==> src/rtl/seq_gen_multi.sv <==
// Multi-mode sequence generator: Johnson, one-hot ring, Fibonacci LFSR and Gray up/down counter.
// Optional wrap counter output period_cnt is built when SEQ_GEN_PERIOD_CNT_EN is defined.
module seq_gen_multi #(
    parameter int                 WIDTH = 8,
    parameter logic [WIDTH-1:0]   TAPS  = 8'hB8
) (
    input  logic             clk,
    input  logic             rst,
    input  logic             en,
    input  logic [1:0]       mode,
    input  logic             dir,
    input  logic             load,
    input  logic [WIDTH-1:0] load_val,
    output logic [WIDTH-1:0] out,
    output logic             wrap
`ifdef SEQ_GEN_PERIOD_CNT_EN
    ,
    output logic [15:0]      period_cnt
`endif
);

    typedef enum logic [1:0] {
        MODE_JOHNSON = 2'd0,
        MODE_RING    = 2'd1,
        MODE_LFSR    = 2'd2,
        MODE_GRAY    = 2'd3
    } mode_e;

    localparam logic [WIDTH-1:0] ZERO = '0;
    localparam logic [WIDTH-1:0] ONE  = WIDTH'(1);

    mode_e            cur_mode;
    logic [WIDTH-1:0] gray_bin;
    logic [WIDTH-1:0] gray_bin_next;
    logic [WIDTH-2:0] johnson_trans;
    logic             ring_onehot;
    logic [WIDTH-1:0] seed;
    logic [WIDTH-1:0] adv_out;
    logic             recover;
    logic             adv_wrap;

    assign cur_mode      = mode_e'(mode);
    // A legal Johnson state has at most one place where neighbouring bits differ.
    assign johnson_trans = out[WIDTH-2:0] ^ out[WIDTH-1:1];
    assign ring_onehot   = (out != ZERO) && ((out & (out - ONE)) == ZERO);

    // Gray-to-binary: each binary bit is the XOR of all Gray bits at or above it.
    always_comb begin
        gray_bin = '0;
        gray_bin[WIDTH-1] = out[WIDTH-1];
        for (int i = WIDTH - 2; i >= 0; i--) begin
            gray_bin[i] = gray_bin[i+1] ^ out[i];
        end
    end

    assign gray_bin_next = dir ? (gray_bin - ONE) : (gray_bin + ONE);

    always_comb begin
        seed    = ZERO;
        adv_out = out;
        recover = 1'b0;
        case (cur_mode)
            MODE_JOHNSON: begin
                seed = ZERO;
                if ($countones(johnson_trans) > 1) begin
                    recover = 1'b1;
                    adv_out = seed;
                end else if (dir) begin
                    adv_out = {~out[0], out[WIDTH-1:1]};
                end else begin
                    adv_out = {out[WIDTH-2:0], ~out[WIDTH-1]};
                end
            end
            MODE_RING: begin
                seed = ONE;
                if (!ring_onehot) begin
                    recover = 1'b1;
                    adv_out = seed;
                end else if (dir) begin
                    adv_out = {out[0], out[WIDTH-1:1]};
                end else begin
                    adv_out = {out[WIDTH-2:0], out[WIDTH-1]};
                end
            end
            MODE_LFSR: begin
                seed = ONE;
                if (out == ZERO) begin
                    recover = 1'b1;
                    adv_out = seed;
                end else begin
                    adv_out = {out[WIDTH-2:0], ^(out & TAPS)};
                end
            end
            MODE_GRAY: begin
                seed    = ZERO;
                adv_out = gray_bin_next ^ (gray_bin_next >> 1);
            end
            default: begin
                seed    = ZERO;
                adv_out = out;
            end
        endcase
    end

    assign adv_wrap = !recover && (adv_out == seed);

    // NOTE: sequential state uses non-blocking assignments so every register samples pre-edge values.
    always_ff @(posedge clk) begin
        if (!rst) begin
            out  <= '0;
            wrap <= 1'b0;
        end else if (load) begin
            out  <= load_val;
            wrap <= 1'b0;
        end else if (en) begin
            out  <= adv_out;
            wrap <= adv_wrap;
        end else begin
            wrap <= 1'b0;
        end
    end

`ifdef SEQ_GEN_PERIOD_CNT_EN
    always_ff @(posedge clk) begin
        if (!rst) begin
            period_cnt <= '0;
        end else if (load) begin
            period_cnt <= '0;
        end else if (en && adv_wrap && (period_cnt != 16'hFFFF)) begin
            period_cnt <= period_cnt + 16'd1;
        end
    end
`endif

endmodule
==> config.mk <==
export PLATFORM = sky130hd
export DESIGN_NAME = seq_gen_multi
export DESIGN_NICKNAME = d
export VERILOG_FILES = /design/src/rtl/seq_gen_multi.sv
export SDC_FILE = /design/constraint.sdc
export NUM_CORES = 1
export LEC_CHECK = 0
export ABC_CLOCK_PERIOD_IN_PS = 5100
export CELL_PAD_IN_SITES_DETAIL_PLACEMENT = 1
export CELL_PAD_IN_SITES_GLOBAL_PLACEMENT = 2
export CORE_MARGIN = 2
export CORE_UTILIZATION = 29
export CTS_CLUSTER_SIZE = 25
export DETAILED_ROUTE_END_ITERATION = 10
export PLACE_DENSITY_LB_ADDON = 0.12
export SKIP_LAST_GASP = 1
export SLEW_MARGIN = 15
export SYNTH_ARGS = -nofsm -noshare
export SYNTH_HDL_FRONTEND = slang
export SYNTH_SLANG_ARGS = --single-unit
==> constraint.sdc <==
create_clock -name clk -period 5.1 [get_ports clk]
set_clock_uncertainty 0.05 [all_clocks]
set_input_delay 1.02 -clock clk [delete_from_list [all_inputs] [get_ports clk]]
set_output_delay 1.02 -clock clk [all_outputs]
set_load 0.02 [all_outputs]
-- After elaboration in Yosys (flattened, before gate mapping)
Cells that the tools add are included.
- flip-flop bits (word level): 9
- latch bits: 0
- memory bits (writable): 0
- ROM bits: 0
- input bits: 15
- output and inout bits: 9
- word-level logic and storage cells: 56
- memories kept: 0
- $add $sub $neg: 9
- $mul: 0
- divide/modulo/power cells: 0
- magnitude comparators: 1
- equal/unequal tests: 4
- shift operators: 0
- muxes and demuxes: 14
- bitwise logic cells: 14
- reductions and logical operators: 12
- operators by type and width (kind ; count):
    $mux W8 ; 8
    $pmux W8 S4 ; 1
    $logic_not A8 Y1 ; 2
    $pmux W8 S2 ; 1
    $sub A8 B1 Y8 const B ; 2
    $add A8 B1 Y8 const B ; 1
    $and A8 B8 Y8 ; 1
    $eq A8 B8 Y1 ; 1
    $reduce_bool A8 Y1 ; 1
    $reduce_xor A8 Y1 ; 1
    $xor A8 B7 Y8 ; 1
    $xor A1 B1 Y1 ; 7
    $xor A7 B7 Y7 ; 1
    $add A1 B1 Y2 ; 3
    $add A3 B3 Y4 ; 1
    $eq A2 B2 Y1 const B ; 2
    $gt A4 B1 Y1 const B ; 1
    $not A1 Y1 ; 4
    $reduce_or A2 Y1 ; 2
    $add A2 B1 Y3 ; 1
    $add A2 B2 Y3 ; 1
    $mux W1 ; 3
    $pmux W1 S3 ; 1
    $reduce_or A3 Y1 ; 1
    5 further kinds ; 6

-- Logic depth before layout (Yosys ltp)
- depth after elaboration: 13
- mapped depth: 16
- mapped depth without buffers: 15

-- Worst setup path before layout
OpenSTA, ideal clock, no wires.
- path type: reg2reg
- start: reg out[3]
- end: reg wrap
- setup time: 0.078 ns
- arrival time: 3.970 ns
- required time: 4.972 ns
- path slack: 1.002 ns
- cell stages (with the launch flop): 16
- buffers on the path: 1
- clock period less this slack: 4.098 ns
- cells stage by stage: dfxtp_1 -> clkbuf_1 -> inv_1 -> ha_1 -> ha_1 -> fa_1 -> ha_1 -> a21o_1 -> fa_1 -> nor2_1 -> nand2_1 -> o21ai_0 -> or4_1 -> nor2_1 -> nand4_1 -> nor3_1
- cells in the longest elaborated chain, start to end: 10
- elaborated cells on any way between the ends: 33
- classes of those cells: add/sub (6); order compare (1); eq/ne (1); mux (11); bitwise (7); reduce/logical (7)
- RTL lines (item ; RTL line ; text):
    start, declared ; 14 ; output logic [WIDTH-1:0] out,
    start signal, assigned ; 113 ; out <= load_val;
    start signal, assigned ; 116 ; out <= adv_out;
    parallel branches: the longest is 9 deep, another holds $add A3 B3 Y4 ; n/a ;
    $logic_and A1 B1 Y1 (*) ; 105 ; assign adv_wrap = !recover && (adv_out == seed);
    end signal, assigned ; 117 ; wrap <= adv_wrap;
    end, declared ; 15 ; output logic wrap
Mark *: on every way between the ends.
A chain may end at the register's enable or synchronous reset.

-- Worst setup path in the final report
- start: reg out[4]
- end: reg wrap
- cells in the longest elaborated chain, start to end: 11
- elaborated cells on any way between the ends: 36
- classes of those cells: add/sub (8); order compare (1); eq/ne (1); mux (11); bitwise (8); reduce/logical (7)
- RTL lines (item ; RTL line):
    parallel branches: the longest is 10 deep, another holds $add A3 B3 Y4 ; n/a
    $logic_and A1 B1 Y1 (*) ; 105
Marks and branches as above.

==> flow_metrics.py <==
metrics = {
    "critical_path": {
        "cp-start-kind": "flop",
        "end_kind": "flop",
        "crit_end": "wrap$_SDFF_PP0_",
        "cp-startpoint": "out[4]$_SDFFE_PN0P_",
        "path_max_fanout": 8,
        "rr_worst_depth": 14,
        "worst-r2r-setup-slack_ns": 0.67,
        "worstPathArrival_ns": 4.55,
        "rr_endpoint": "wrap$_SDFF_PP0_",
        "crit_type": "flop to flop",
        "rr_startpoint": "out[4]$_SDFFE_PN0P_",
        "cp.required_ns": 5.22,
    },
    "floorplanning": {
        "fp.dieH_um": 82.8,
        "dieArea_um2": 6860,
        "io_pins": 24,
        "core_region_area_um2": 5960,
        "fp-row-count": 28,
        "fp.dieW_um": 82.8,
        "initial_core_util_pct": 30.3,
    },
    "logic_synthesis": {
        "seq_area_frac_synth_pct": 10.0,
        "async_reset_ff_share_pct": 0,
        "synth_area_leaders": "ha_1 (17%), dfxtp_1 (10%), xnor2_1 (5.8%)",
        "netlist_instances": 234,
        "synth_top_area_share_pct": 16.7,
        "avgSynthCellArea_um2": 7.70,
        "ys_warn_count": 0,
        "syn_nets": 275,
        "ys_seq_elements": 9,
        "ys_types": 57,
        "synth_ff_type": "dfxtp_1",
        "yosysTopAreaCell": "ha_1",
        "syn_area_um2": 1800,
        "synth_edf_count": 0,
    },
    "detailed_routing": {
        "wl_um": 5800,
        "wl_per_cell_um": 17.5,
        "vias_per_cell": 5.44,
        "vias": 1801,
        "first_pass_iters": 4,
        "drc": 0,
        "first_iter_violations": 176,
        "antenna_left": 0,
    },
    "clocking": {
        "cts.sinks": 9,
        "h-tree-depth": 1,
        "cts_tree": "yes",
        "cts-root-buf": "clkbuf_8",
        "clk_latency_ns": 0.24,
        "hold_buffers": 0,
        "clkSlewWorstSetupHoldPaths_ns": 0.05,
        "cts_setup_buffers": 0,
        "cts_resized": 0,
        "cts_buffers": 3,
        "clk_path_buf_depth": 2,
    },
    "pwr": {
        "power_density_nw_per_um2": 383,
        "finalPower_uw": 835,
        "internal_power_uw": 426,
        "p_leak_uw": 0.000916,
        "swShare_pct": 49.0,
        "p_switching_uw": 409,
        "combPwrFrac_pct": 79.1,
        "p_clk_share_pct": 10.6,
        "pwr-share-seq_pct": 10.4,
        "vdd_drop_max_mv": 0.132,
    },
    "global_routing": {
        "grt_pass1_vias": 1816,
        "grt_pass1_wl_um": 9470,
        "grt_max_degree": 19,
        "grt_usage_pct": 16.9,
        "overflow": 0,
        "antenna_found_initial": 0,
    },
    "timing": {
        "min_period_ns": 4.43,
        "fmax_mhz": 226,
        "drv_slew": 0,
        "setup_viol": 0,
        "worstMarginPinSlew_ns": 0.584,
        "relSlewSlack_pct": 60.9,
        "fin_crit_sh_pct": 86.9,
        "worst_slack_ns": 0.670,
        "setup_tns_ns": 0,
        "hold_violations": 0,
        "rsz0062_at_grt": "false",
    },
    "finish": {
        "finalNetCount": 298,
        "final_common_cell": "ha_1",
        "drive_gt1_share_pct": 8.59,
        "areaGrowthSynthToFinish_pct": 21.0,
        "final_cell_mix": "ha_1 (24), clkdlybuf4s50_1 (23), inv_1 (19), nor2_1 (19), nand2_1 (16)",
        "multi_input_area_um2": 1500,
        "seq_area_um2": 180,
        "finalInstanceArea_um2": 2180,
        "diodes": 0,
        "fillers": 747,
    },
    "placed_design": {
        "pre_cts_ws_ns": 0.683,
        "dpl_cell_area_um2": 2130,
        "dpl.hpwl_um": 4560,
        "numPortBuffers": 23,
        "place_congestion": 0.795,
    },
    "worst_hold_path": {
        "min_path_type": "flop to flop",
    },
    "job": {
        "maxCapViolations": 0,
    },
    "status": {
        "status": "finished, final reports clean",
    },
}
[flip-flops by register name, summed over array words and instances, names as in the netlist]
name / cells
out: 8
wrap: 1
[worst min path at each step]
stage,startpoint,end,cells past startpoint
2_1_floorplan,out[6]$_SDFFE_PN0P_,out[6]$_SDFFE_PN0P_,2
3_3_place_gp,out[6]$_SDFFE_PN0P_,out[6]$_SDFFE_PN0P_,3
3_5_place_dp,out[6]$_SDFFE_PN0P_,out[6]$_SDFFE_PN0P_,3
4_1_cts,out[6]$_SDFFE_PN0P_,out[6]$_SDFFE_PN0P_,3
5_1_grt,out[6]$_SDFFE_PN0P_,out[6]$_SDFFE_PN0P_,3
6_report,out[6]$_SDFFE_PN0P_,out[6]$_SDFFE_PN0P_,3
[metal layers]
| layer | part of all wire, % | GRT usage (%) | routed length [um] |
|---|---|---|---|
| met1 | 50 | 24.8 | 2920 |
| met2 | 45 | 26.6 | 2620 |
| met3 | 3.5 | 2.09 | 204 |
| met4 | 1.0 | 3.43 | 59 |
| met5 | 0 | 0 | 0 |
[cells in the mapped netlist (7+ instances only)]
cell      count
a21oi_1      10
clkbuf_1     10
dfxtp_1       9
ha_1         24
inv_1        19
mux2i_1       9
nand2_1      16
nand3_1       7
nor2_1       19
o21ai_0      10
xnor2_1      12
[final cells by class]
cell class | count | area share (%)
multi-input combinational | 193 | 68.8
timing repair buffer | 31 | 13.3
sequential | 9 | 8.27
tap | 75 | 4.31
inverter | 19 | 3.27
clock buffer | 4 | 2.07
[kinds of logic after synthesis]
| family | after synthesis | share of synthesized area (%) |
|---|---|---|
| AND/OR/NAND/NOR | 74 | 21.0 |
| AO/OA/AOI/OAI | 61 | 23.7 |
| buffers and inverters | 32 | 6.81 |
| adder cells (fa/ha/maj) | 26 | 18.9 |
| XOR/XNOR | 21 | 12.7 |
| multiplexers | 11 | 6.88 |
| flip-flops | 9 | 10.0 |
[power by group through the flow]
stage | clock [uW] | combinational [uW] | sequential [uW]
CTS | 92.0 | 669 | 87.0
finish | 88.2 | 660 | 86.7
global route | 95.0 | 730 | 87.7
global placement | 0 | 669 | 88.2
detailed placement | 0 | 665 | 88.5
floorplan | 0 | 488 | 92.8
[per-stage QoR]
| stage | util [%] | hold WS [ns] | instances |
|---|---|---|---|
| 2_1_floorplan | - | 0.584 | 234 |
| 3_3_place_gp | 35.8 | 0.640 | 327 |
| 3_5_place_dp | 35.8 | 0.641 | 327 |
| 4_1_cts | 36.6 | 0.662 | 331 |
| 5_1_grt | 36.6 | 0.689 | 331 |
| 6_report | 36.6 | 0.676 | 331 |
[critical path, cell delays in order, from the launching register on]
cell     delay, ns
dfxtp_1       0.51
inv_1         0.19
ha_1          0.31
ha_1          0.34
fa_1          0.52
ha_1          0.31
a21o_1        0.16
fa_1          0.47
nor2_1        0.08
nand2_1       0.22
o21ai_0       0.21
or4_1         0.58
nor2_1        0.12
nand4_1       0.14
nor3_1        0.15
Power figures use the tool's default switching activity.
